$ cat config.mk
export PLATFORM = sky130hd
export DESIGN_NAME = mux4_rr_arbiter_flat
export DESIGN_NICKNAME = d
export VERILOG_FILES = /design/src/rtl/mux4_rr_arbiter_pkg.sv /design/src/rtl/mux4_rr_arbiter_if.sv /design/src/rtl/mux4_rr_arbiter_rr_pick4.sv /design/src/rtl/mux4_rr_arbiter.sv /design/src/flat_wrapper.sv
export SDC_FILE = /design/constraint.sdc
export NUM_CORES = 1
export LEC_CHECK = 0
export BUFFER_PORTS_ARGS = -buffer_cell sky130_fd_sc_hd__buf_2
export CELL_PAD_IN_SITES_DETAIL_PLACEMENT = 2
export CELL_PAD_IN_SITES_GLOBAL_PLACEMENT = 2
export CORE_MARGIN = 8
export CORE_UTILIZATION = 21
export DETAILED_ROUTE_END_ITERATION = 12
export PLACE_DENSITY = 0.72
export SLEW_MARGIN = 5
export SYNTH_ARGS = -nofsm -noshare
export SYNTH_HDL_FRONTEND = slang
export SYNTH_SLANG_ARGS = --single-unit
$ cat constraint.sdc
create_clock -name clk -period 2.4 [get_ports clk]
set_input_delay 0.72 -clock clk [delete_from_list [all_inputs] [get_ports clk]]
set_output_delay 0.72 -clock clk [all_outputs]
set_load 0.02 [all_outputs]
$ cat src/rtl/mux4_rr_arbiter_pkg.sv
// Shared constants, FSM state type and helpers for the 4-way round-robin mux arbiter.
package mux_arb_pkg;

  localparam int N_REQ = 4;
  localparam int SEL_W = 2;

  typedef enum logic {
    IDLE = 1'b0,
    BUSY = 1'b1
  } arb_state_t;

  function automatic logic [N_REQ-1:0] onehot(input logic [SEL_W-1:0] idx);
    logic [N_REQ-1:0] oh;
    oh      = '0;
    oh[idx] = 1'b1;
    return oh;
  endfunction

endpackage

$ cat src/rtl/mux4_rr_arbiter_if.sv
// Requester/consumer bundle of the arbiter: request lanes in, muxed stream out.
interface mux4_rr_arbiter_if
  import mux_arb_pkg::*;
#(
  parameter int DATA_W = 8
);

  logic [N_REQ-1:0]        req;
  logic [N_REQ*DATA_W-1:0] in_data;
  logic [N_REQ-1:0]        gnt;
  logic [SEL_W-1:0]        sel;
  logic                    out_valid;
  logic [DATA_W-1:0]       out_data;
  logic                    out_ready;
  logic [N_REQ-1:0]        beat_ack;

  modport master (
    output req, in_data, out_ready,
    input  gnt, sel, out_valid, out_data, beat_ack
  );

  modport slave (
    input  req, in_data, out_ready,
    output gnt, sel, out_valid, out_data, beat_ack
  );

endinterface

$ cat src/rtl/mux4_rr_arbiter_rr_pick4.sv
// Combinational round-robin picker: first set request scanning last+1, last+2, ... mod 4.
module rr_pick4
  import mux_arb_pkg::*;
(
  input  logic [N_REQ-1:0] req,
  input  logic [SEL_W-1:0] last,
  output logic             any,
  output logic [SEL_W-1:0] idx
);

  logic             found;
  logic [SEL_W-1:0] cand;

  always_comb begin
    // NOTE: every variable written here gets a default first, so no latch is inferred.
    any   = |req;
    idx   = last;
    found = 1'b0;
    cand  = '0;
    // k = N_REQ wraps back to last itself, so the previous winner is scanned last.
    for (int k = 1; k <= N_REQ; k++) begin
      cand = last + SEL_W'(k);
      if (!found && req[cand]) begin
        idx   = cand;
        found = 1'b1;
      end
    end
  end

endmodule

$ cat src/rtl/mux4_rr_arbiter.sv
// Round-robin arbiter sharing a 4:1 data mux; grants are held per burst and capped
// at MAX_HOLD accepted beats so every requester gets its turn.
module mux4_rr_arbiter
  import mux_arb_pkg::*;
#(
  parameter int DATA_W   = 8,
  parameter int MAX_HOLD = 8
) (
  input  logic                   clk,
  input  logic                   rst_n,
  mux4_rr_arbiter_if.slave       bus
);

  localparam int CNT_W = $clog2(MAX_HOLD + 1);

  arb_state_t       state_q, state_d;
  logic [N_REQ-1:0] gnt_q, gnt_d;
  logic [SEL_W-1:0] sel_q, sel_d;
  logic [SEL_W-1:0] last_q, last_d;
  logic [CNT_W-1:0] beat_cnt_q, beat_cnt_d;

  logic             pick_any;
  logic [SEL_W-1:0] pick_idx;
  logic             accept;

  rr_pick4 u_pick (
    .req  (bus.req),
    .last (last_q),
    .any  (pick_any),
    .idx  (pick_idx)
  );

  assign bus.gnt       = gnt_q;
  assign bus.sel       = sel_q;
  assign bus.out_data  = bus.in_data[int'(sel_q)*DATA_W +: DATA_W];
  assign bus.out_valid = (state_q == BUSY) && bus.req[sel_q];
  assign accept        = bus.out_valid && bus.out_ready;
  assign bus.beat_ack  = accept ? onehot(sel_q) : '0;

  always_comb begin
    state_d    = state_q;
    gnt_d      = gnt_q;
    sel_d      = sel_q;
    last_d     = last_q;
    beat_cnt_d = beat_cnt_q;
    unique case (state_q)
      IDLE: begin
        if (pick_any) begin
          state_d    = BUSY;
          gnt_d      = onehot(pick_idx);
          sel_d      = pick_idx;
          last_d     = pick_idx;
          beat_cnt_d = '0;
        end
      end
      BUSY: begin
        // sel is left untouched on release; it is only meaningful while gnt != 0.
        if (!bus.req[sel_q]) begin
          state_d = IDLE;
          gnt_d   = '0;
        end else if (accept) begin
          if (beat_cnt_q == CNT_W'(MAX_HOLD - 1)) begin
            state_d = IDLE;
            gnt_d   = '0;
          end else begin
            beat_cnt_d = beat_cnt_q + CNT_W'(1);
          end
        end
      end
      default: state_d = IDLE;
    endcase
  end

  // NOTE: state registers use non-blocking assignments; the comb block above uses blocking.
  always_ff @(posedge clk or negedge rst_n) begin
    if (!rst_n) begin
      state_q    <= IDLE;
      gnt_q      <= '0;
      sel_q      <= '0;
      last_q     <= SEL_W'(N_REQ - 1);
      beat_cnt_q <= '0;
    end else begin
      state_q    <= state_d;
      gnt_q      <= gnt_d;
      sel_q      <= sel_d;
      last_q     <= last_d;
      beat_cnt_q <= beat_cnt_d;
    end
  end

endmodule

$ cat src/flat_wrapper.sv
// flat-port wrapper written by rule: the top's interface ports become plain ports
module mux4_rr_arbiter_flat import mux_arb_pkg::*;
#(
  parameter int DATA_W   = 8,
  parameter int MAX_HOLD = 8
)
  (clk, rst_n, bus_req, bus_in_data, bus_out_ready, bus_gnt, bus_sel, bus_out_valid, bus_out_data, bus_beat_ack);
  mux4_rr_arbiter_if #(.DATA_W(DATA_W)) bus_i ();
  input  logic clk;
  input  logic rst_n;
  input wire logic [$bits(bus_i.req)-1:0] bus_req;
  input wire logic [$bits(bus_i.in_data)-1:0] bus_in_data;
  input wire logic [$bits(bus_i.out_ready)-1:0] bus_out_ready;
  output wire logic [$bits(bus_i.gnt)-1:0] bus_gnt;
  output wire logic [$bits(bus_i.sel)-1:0] bus_sel;
  output wire logic [$bits(bus_i.out_valid)-1:0] bus_out_valid;
  output wire logic [$bits(bus_i.out_data)-1:0] bus_out_data;
  output wire logic [$bits(bus_i.beat_ack)-1:0] bus_beat_ack;
  assign bus_i.req = bus_req;
  assign bus_i.in_data = bus_in_data;
  assign bus_i.out_ready = bus_out_ready;
  assign bus_gnt = bus_i.gnt;
  assign bus_sel = bus_i.sel;
  assign bus_out_valid = bus_i.out_valid;
  assign bus_out_data = bus_i.out_data;
  assign bus_beat_ack = bus_i.beat_ack;
  mux4_rr_arbiter #(.DATA_W(DATA_W), .MAX_HOLD(MAX_HOLD)) u_core (.clk(clk), .rst_n(rst_n), .bus(bus_i));
endmodule
==> results of run 1 <==
## layer usage
layer  vias to the layer above  wire length [um]
met3                         5               450
met1                       472              1400
met4                         0                35
met5                         -                 0
met2                        53              1720
li1                        453                 -
## path summary, 6_finish.rpt
check / start / endpoint / slack (ps) / depth (start not counted)
worst max-delay path: bus_req[3] / bus_beat_ack[3] / -100 / 5
worst min-delay path: rst_n / u_core.state_q / 350 / 1
worst max register to register: u_core.bus.sel[1] / u_core.bus.gnt[2] / 500 / 6
worst min register to register: u_core.bus.gnt[3] / u_core.bus.gnt[3] / 490 / 1
max in group asynchronous: rst_n / u_core.last_q[0] / 1770 / 1
min in group clk: u_core.bus.gnt[3] / u_core.bus.gnt[3] / 490 / 1
## sequential cells by signal, indices dropped and copies added (netlist names)
signal / flops
u_core.beat_cnt_q: 4
u_core.bus.gnt: 4
u_core.bus.sel: 2
u_core.last_q: 2
u_core.state_q: 1
## final cells by class
cell class	count	area [sq um]
Timing Repair Buffer	71	433
Multi-Input combinational cell	60	587
Clock buffer	4	45.0
Fill cell	499	2830
Sequential cell	13	328
Tap cell	52	65.1
Inverter	1	3.75
## critical path, cell delays in order
cell and delay, ps:
buf_6 90, mux4_2 490, and2_4 180, and4_4 180
buf_6 120
## Yosys cell counts, types with 2 or more instances
library cell,n,share of area [%]
dfrtp_1,11,30
mux4_2,9,22
nor2_1,6,2.4
a21oi_1,4,2.2
clkbuf_1,4,1.6
nand2_1,4,1.6
mux2i_1,3,3.3
nor3b_1,3,2.4
o21ai_0,3,1.6
a32o_1,2,2.2
dfstp_2,2,5.7
nand3b_1,2,1.6
nor3_1,2,1.1
o21a_1,2,1.6
o2bb2ai_1,2,1.9
## what timing repair did
item / 4_1_cts / 5_1_grt
resized for setup: 10 / 1
pin swaps: 2 / 0
buffers inserted: 1 / 2
gates cloned: 0 / 0
endpoints found under the setup margin: 4 / 7
## kinds of logic after synthesis
| group | Yosys count | share of synthesized area, % |
|---|---|---|
| fa+ha+maj | 1 | 1.36 |
| mux | 12 | 25.2 |
| buf+inv | 7 | 3.80 |
| flops | 13 | 35.5 |
| compound gates | 18 | 14.5 |
| simple gates | 29 | 19.5 |
## per-stage QoR
step                power (mW)  worst slack [ps]
floorplan                 1.12              9.06
global placement          1.44              -115
detailed placement        1.47              -145
CTS                       1.70              -110
global route              1.82              -125
finish                    1.68              -102
## report_power, final
part           switching [mW]  internal (mW)  total, mW
Clock                  0.0788          0.117      0.196
Combinational           0.576          0.506       1.08
Sequential             0.0836          0.321      0.405
==> impl_metrics.toml, run 1 <==
[synthesis]
syn_nets = 120
ys_seq_elements = 13
synth_edf_count = 0
syn_inst = 80
ys_seq_area_share_pct = 35.5
synthFlopType = "dfrtp_1"
netlist_area_sq_um = 922
synthArstFlopShare_pct = 100
ys_warn_count = 0
synthDistinctLibCells = 36
avgSynthCellArea_sq_um = 11.5

[floorplanning]
io_pins = 58
dieArea_sq_mm = 0.00677
die_x_um = 82.3
row_count = 24
initial_core_util_pct = 21.5
die_height_um = 82.3
core_sq_mm = 0.00429

[outcome]
status = "complete, but fails checks"
violations = "negative setup slack"

[sta]
rsz0062_at_grt = "true"
setup_ws_ps = -102
fin_crit_sh_pct = 104
timing.setup.tns_ps = -337
fin_crit_ps = 2500
hold_viol = 0
worst_slew_pin_slew_ps = 344
worst_hold_slack_ps = 353
clock_skew_ps = 2.19
setup_viol = 4
slew_headroom_pct = 76.8
maxSlewViolCount = 0
fmax_ghz = 0.400

[clock_tree]
cts_tree = "built"
clockBufferDepth = 2
numCtsBuffers = 3
postCtsHoldBufs = 0
cts-root-buf = "clkbuf_8"
cts_num_sinks = 13
cts-htree-levels = 1
clkLatencyLatePin_ps = 240
clk_pin_slew_ps = 60

[global_routing]
grtUsageMet3_pct = 3.35
grt_pass1_vias = 1119
grtUsageTotal_pct = 10.6
grt_overflow = 0
grt_max_degree = 15
top_usage_layer = "met2"
use_met2_pct = 19.2
antenna_found_initial = 0
grtUsageMet1_pct = 11.3
grt_pass1_wl_um = 5510

[critical_path]
crit_fanout = 4
worst_setup_path_start_kind = "primary input"
worst-setup-path-type = "primary input to output pin"
end_kind = "output pin"
worst_ep_required_time_ps = 1680
crit_arrival_ps = 1780

[final_layout]
area_growth_pct = 58.5
final_cell_area_sq_mm = 0.00146
final_cell_mix = "buf_2 (49), buf_4 (16), dfrtp_1 (11)"
layout_commonest_cell = "buf_2"
fin_util_pct = 34.0
post_route_cells_drive_above_1_share_pct = 63.1
diodes = 0
final_cells = 201
fin_nets = 190

[detailed_routing]
ant_nets = 0
post_drt_wl_per_cell_um = 18.0
drtIter0Drc = 14
drc = 0
routed_via_density = 4.89
wl_um = 3610
firstDrtPassIters = 2
via_count = 983

[placed_design]
dp.cells = 194
routabilityCongestion = 0.869
placed_cell_area_sq_mm = 0.00135
place_hpwl_um = 3090
port_buffers = 57

[power_and_ir_drop]
peakVddDrop_mv = 0.391
p_per_area_mw_per_mm2 = 1150
power_leakage_nw = 0.706

[run]
cap_violations = 0

[hold_path]
hold_class = "primary input to async pin"
No activity file was read; power rests on OpenSTA's default activity.
==> run 2, diff against run 1 <==
--- a/config.mk
+++ b/config.mk
@@ -11,7 +11,7 @@
 export CORE_MARGIN = 8
 export CORE_UTILIZATION = 21
 export DETAILED_ROUTE_END_ITERATION = 12
-export PLACE_DENSITY = 0.72
+export PLACE_DENSITY = 0.77
 export SLEW_MARGIN = 5
 export SYNTH_ARGS = -nofsm -noshare
 export SYNTH_HDL_FRONTEND = slang
==> impl_metrics.toml, run 2 (same netlist as run 1, synthesis figures left out) <==
[power_and_ir_drop]
pwr-share-seq_pct = 24.3
comb_power_share_pct = 64.4
cellInternalPower_uw = 945
clock_power_share_pct = 11.3
p_per_area_mw_per_mm2 = 1160
power_leakage_nw = 0.706
net-switching-power_uw = 752
p_sw_share_pct = 44.3
peakVddDrop_mv = 0.497

[detailed_routing]
drc = 0
firstDrtPassIters = 4
drtIter0Drc = 17
wl_um = 3670
post_drt_wl_per_cell_um = 18.4
ant_nets = 0
via_count = 979
routed_via_density = 4.90

[placed_design]
place_hpwl_um = 3050
routabilityCongestion = 0.944
port_buffers = 57
placed_cell_area_sq_mm = 0.00135
dp.cells = 194
dp_slack_ps = -127

[clock_tree]
clkLatencyLatePin_ps = 240
cts-htree-levels = 1
postCtsHoldBufs = 0
cts_tree = "built"
clk_pin_slew_ps = 50
numCtsBuffers = 3
cts_num_sinks = 13
cts-root-buf = "clkbuf_8"
clockBufferDepth = 2

[global_routing]
grt_pass1_wl_um = 5260
antenna_found_initial = 0
grtUsageTotal_pct = 10.1
grt_overflow = 0
grt_pass1_vias = 1081
grt_max_degree = 15

[sta]
maxSlewViolCount = 0
timing.setup.tns_ps = -263
fin_crit_ps = 2480
setup_ws_ps = -84.8
fin_crit_sh_pct = 104
fmax_ghz = 0.402
rsz0062_at_grt = "true"
slew_headroom_pct = 76.8
clock_skew_ps = 0.427
hold_viol = 0
setup_viol = 4
worst_slew_pin_slew_ps = 345

[critical_path]
crit_fanout = 4
cp-startpoint = "bus_req[3]"
end_kind = "output pin"
worst-setup-path-type = "primary input to output pin"
worst_setup_path_start_kind = "primary input"
crit_arrival_ps = 1760
worst_ep_required_time_ps = 1680
r2r-start = "u_core.bus.sel[1]"
r2r_slack_ps = 630

[final_layout]
final_cells = 200
area_growth_pct = 58.8
diodes = 0
final_cell_area_sq_mm = 0.00146
fin_nets = 189
layout_commonest_cell = "buf_2"
post_route_cells_drive_above_1_share_pct = 62.8
final_cell_mix = "buf_2 (49), buf_4 (14), dfrtp_1 (11)"

[floorplanning]
dieArea_sq_mm = 0.00677
core_sq_mm = 0.00429
initial_core_util_pct = 21.5
row_count = 24
die_height_um = 82.3
io_pins = 58
die_x_um = 82.3

[outcome]
status = "complete, but fails checks"
violations = "negative setup slack"

[hold_path]
hold_class = "primary input to async pin"

[run]
cap_violations = 0
-- run 2: cell count changes in the layout (fill, tap and decap cells not counted) --
cell    delta
nor3_2     -1
nor3_4     +1
buf_6      +1
buf_4      -2
-- run 2: timing repair --
item	in CTS	in global routing
pin swaps	2	0
endpoints found under the setup margin	4	4
gates cloned	0	0
setup buffers	2	0
resized for setup	9	4
-- run 2: worst paths after layout --
kind	to	cells after the start
max in group asynchronous	u_core.last_q[0]	1
worst max register to register	u_core.bus.gnt[0]	5
min in group clk	u_core.bus.gnt[1]	1
worst max-delay path	bus_beat_ack[3]	5
worst min-delay path	u_core.bus.gnt[3]	1
worst min register to register	u_core.bus.gnt[1]	1
-- run 2: power by group through the flow --
stage	Clock [mW]	Sequential, mW	Combinational, mW
floorplan	0	0.446	0.676
global placement	0	0.402	1.03
detailed placement	0	0.412	1.06
CTS	0.198	0.411	1.10
global route	0.210	0.427	1.18
finish	0.192	0.412	1.09
-- run 2: routing by layer --
| layer | vias up | track usage [%] | wire (um) |
|---|---|---|---|
| met5 | - | 0 | 0 |
| met4 | 0 | 1.05 | 0 |
| met3 | 0 | 4.55 | 573 |
| met2 | 56 | 18.7 | 1720 |
| met1 | 472 | 10.5 | 1380 |
| li1 | 451 | - | - |
-- run 2: layout make-up --
class,instances,area (sq um)
fillers,499,2830
multi-input cells,60,593
repair buffers,70,429
flip-flops and latches,13,328
well taps,52,65.1
clock buffers,4,45.0
inverters,1,3.75
-- run 2: metrics by stage --
| step | power, mW | hold slack, ps | util [%] |
|---|---|---|---|
| 2_1_floorplan | 1.12 | 424 | - |
| 3_5_place_dp | 1.48 | 477 | 31.4 |
| 5_1_grt | 1.81 | 364 | 34.1 |
| 3_3_place_gp | 1.43 | 470 | 31.4 |
| 4_1_cts | 1.71 | 361 | 33.6 |
| 6_report | 1.70 | 357 | 34.1 |
-- run 2: worst max-delay path, cell delays in order --
cell,delay (ps)
buf_6,90
mux4_2,470
and2_4,180
and4_4,180
buf_6,120
==> run 3, diff against run 2 <==
==> constraint.sdc (replaced) <==
create_clock -name clk -period 2.4 [get_ports clk]
set_input_delay 0.48 -clock clk [delete_from_list [all_inputs] [get_ports clk]]
set_output_delay 0.48 -clock clk [all_outputs]
set_load 0.1 [all_outputs]
==> impl_metrics.toml, run 3 (same netlist as run 1, synthesis figures left out) <==
[outcome]
status = "finished, final reports clean"

[global_routing]
grtUsageTotal_pct = 9.69
grt_overflow = 0
antenna_found_initial = 0
grt_pass1_vias = 1058
grt_pass1_wl_um = 5160
grt_max_degree = 15

[final_layout]
final_cells = 192
layout_commonest_cell = "buf_2"
diodes = 0
fin_nets = 181
post_route_cells_drive_above_1_share_pct = 62.1
n_fill_cell = 490
area_growth_pct = 57.5
final_cell_mix = "buf_2 (53), mux4_2 (9), dfrtp_1 (9)"

[critical_path]
worst-setup-path-type = "flop to output pin"
reg2reg_to = "u_core.beat_cnt_q[3]"
worst_ep_required_time_ps = 1920
worst_setup_path_start_kind = "flop"
r2r-start = "u_core.bus.sel[1]"
crit_arrival_ps = 1860
worstPathCellList = "mux4_2 > and2_4 > and4_2 > buf_2"
worst-r2r-cell-count = 5
crit_fanout = 2
crit_path_max_incr_delay_ps = 480
end_kind = "output pin"
r2r_slack_ps = 610
cpLargestDelayFamily = "flip-flops"
cp_slowest_cell = "dfrtp_4"
crit_buf_inv = 1

[sta]
worst_hold_slack_ps = 127
fin_crit_ps = 2340
clock_skew_ps = 2.86
maxSlewViolCount = 0
timing.setup.tns_ps = 0
worst_slew_pin_slew_ps = 698
rsz0062_at_grt = "false"
hold_viol = 0
fmax_ghz = 0.428
setup_viol = 0
slew_headroom_pct = 53.1
fin_crit_sh_pct = 97.3

[detailed_routing]
routed_via_density = 4.89
ant_nets = 0
drc = 0
via_count = 938
post_drt_wl_per_cell_um = 17.6
wl_um = 3370
firstDrtPassIters = 4
drtIter0Drc = 12

[clock_tree]
cts_num_sinks = 13
clk_pin_slew_ps = 60
cts-root-buf = "clkbuf_8"
postCtsHoldBufs = 0
cts_tree = "built"
cts-htree-levels = 1
numCtsBuffers = 3
clkLatencyLatePin_ps = 240
clockBufferDepth = 2

[hold_path]
hold_class = "primary input to async pin"

[placed_design]
port_buffers = 57
routabilityCongestion = 0.838
dp.cells = 187
place_hpwl_um = 2820

[floorplanning]
initial_core_util_pct = 21.5
core_sq_mm = 0.00429
row_count = 24
die_x_um = 82.3
io_pins = 58
die_height_um = 82.3
dieArea_sq_mm = 0.00677

[run]
cap_violations = 0
==> run 3: worst max path at each step <==
stage	startpoint	to	cells past startpoint
2_1_floorplan	u_core.bus.sel[0]	bus_beat_ack[1]	6
6_report	u_core.bus.sel[1]	bus_beat_ack[3]	4
5_1_grt	u_core.bus.sel[1]	bus_beat_ack[1]	6
4_1_cts	u_core.bus.sel[1]	bus_beat_ack[1]	6
3_5_place_dp	bus_req[3]	bus_beat_ack[3]	5
3_3_place_gp	bus_req[3]	bus_beat_ack[3]	5
==> run 3: area by class of cell <==
class	instances	area, sq um	area share, %
multi-input cells	60	613	42.2
repair buffers	62	390	26.9
flip-flops and latches	13	335	23.1
well taps	52	65.1	4.48
clock buffers	4	45.0	3.10
inverters	1	3.75	0.258
==> run 3: metrics by stage <==
stage	util [%]	setup WS [ps]	instance area (sq um)
4_1_cts	33.5	0.412	1440
3_3_place_gp	32.4	141	1390
6_report	33.8	64.5	1450
2_1_floorplan	-	-369	1000
3_5_place_dp	32.4	127	1390
5_1_grt	33.8	0.969	1450
==> run 3: repair_timing <==
action | 4_1_cts | 5_1_grt
setup endpoints to repair | 0 | 2
resized for setup | 0 | 2
hold endpoints to repair | 0 | 0
buffers inserted | 0 | 1
==> run 3: metal layers <==
| layer | vias to the layer above | part of all wire (%) | wire length [um] | global-route usage (%) |
|---|---|---|---|---|
| met5 | - | 0 | 0 | 0 |
| met4 | 0 | 0 | 0 | 2.63 |
| met3 | 0 | 15 | 500 | 3.25 |
| met2 | 52 | 45 | 1520 | 17.1 |
| met1 | 450 | 40 | 1350 | 10.9 |
| li1 | 436 | - | - | - |
Power of run 3 is not shown: default switching activity piles up to over one toggle a cycle in this logic, so the estimate is an artifact.
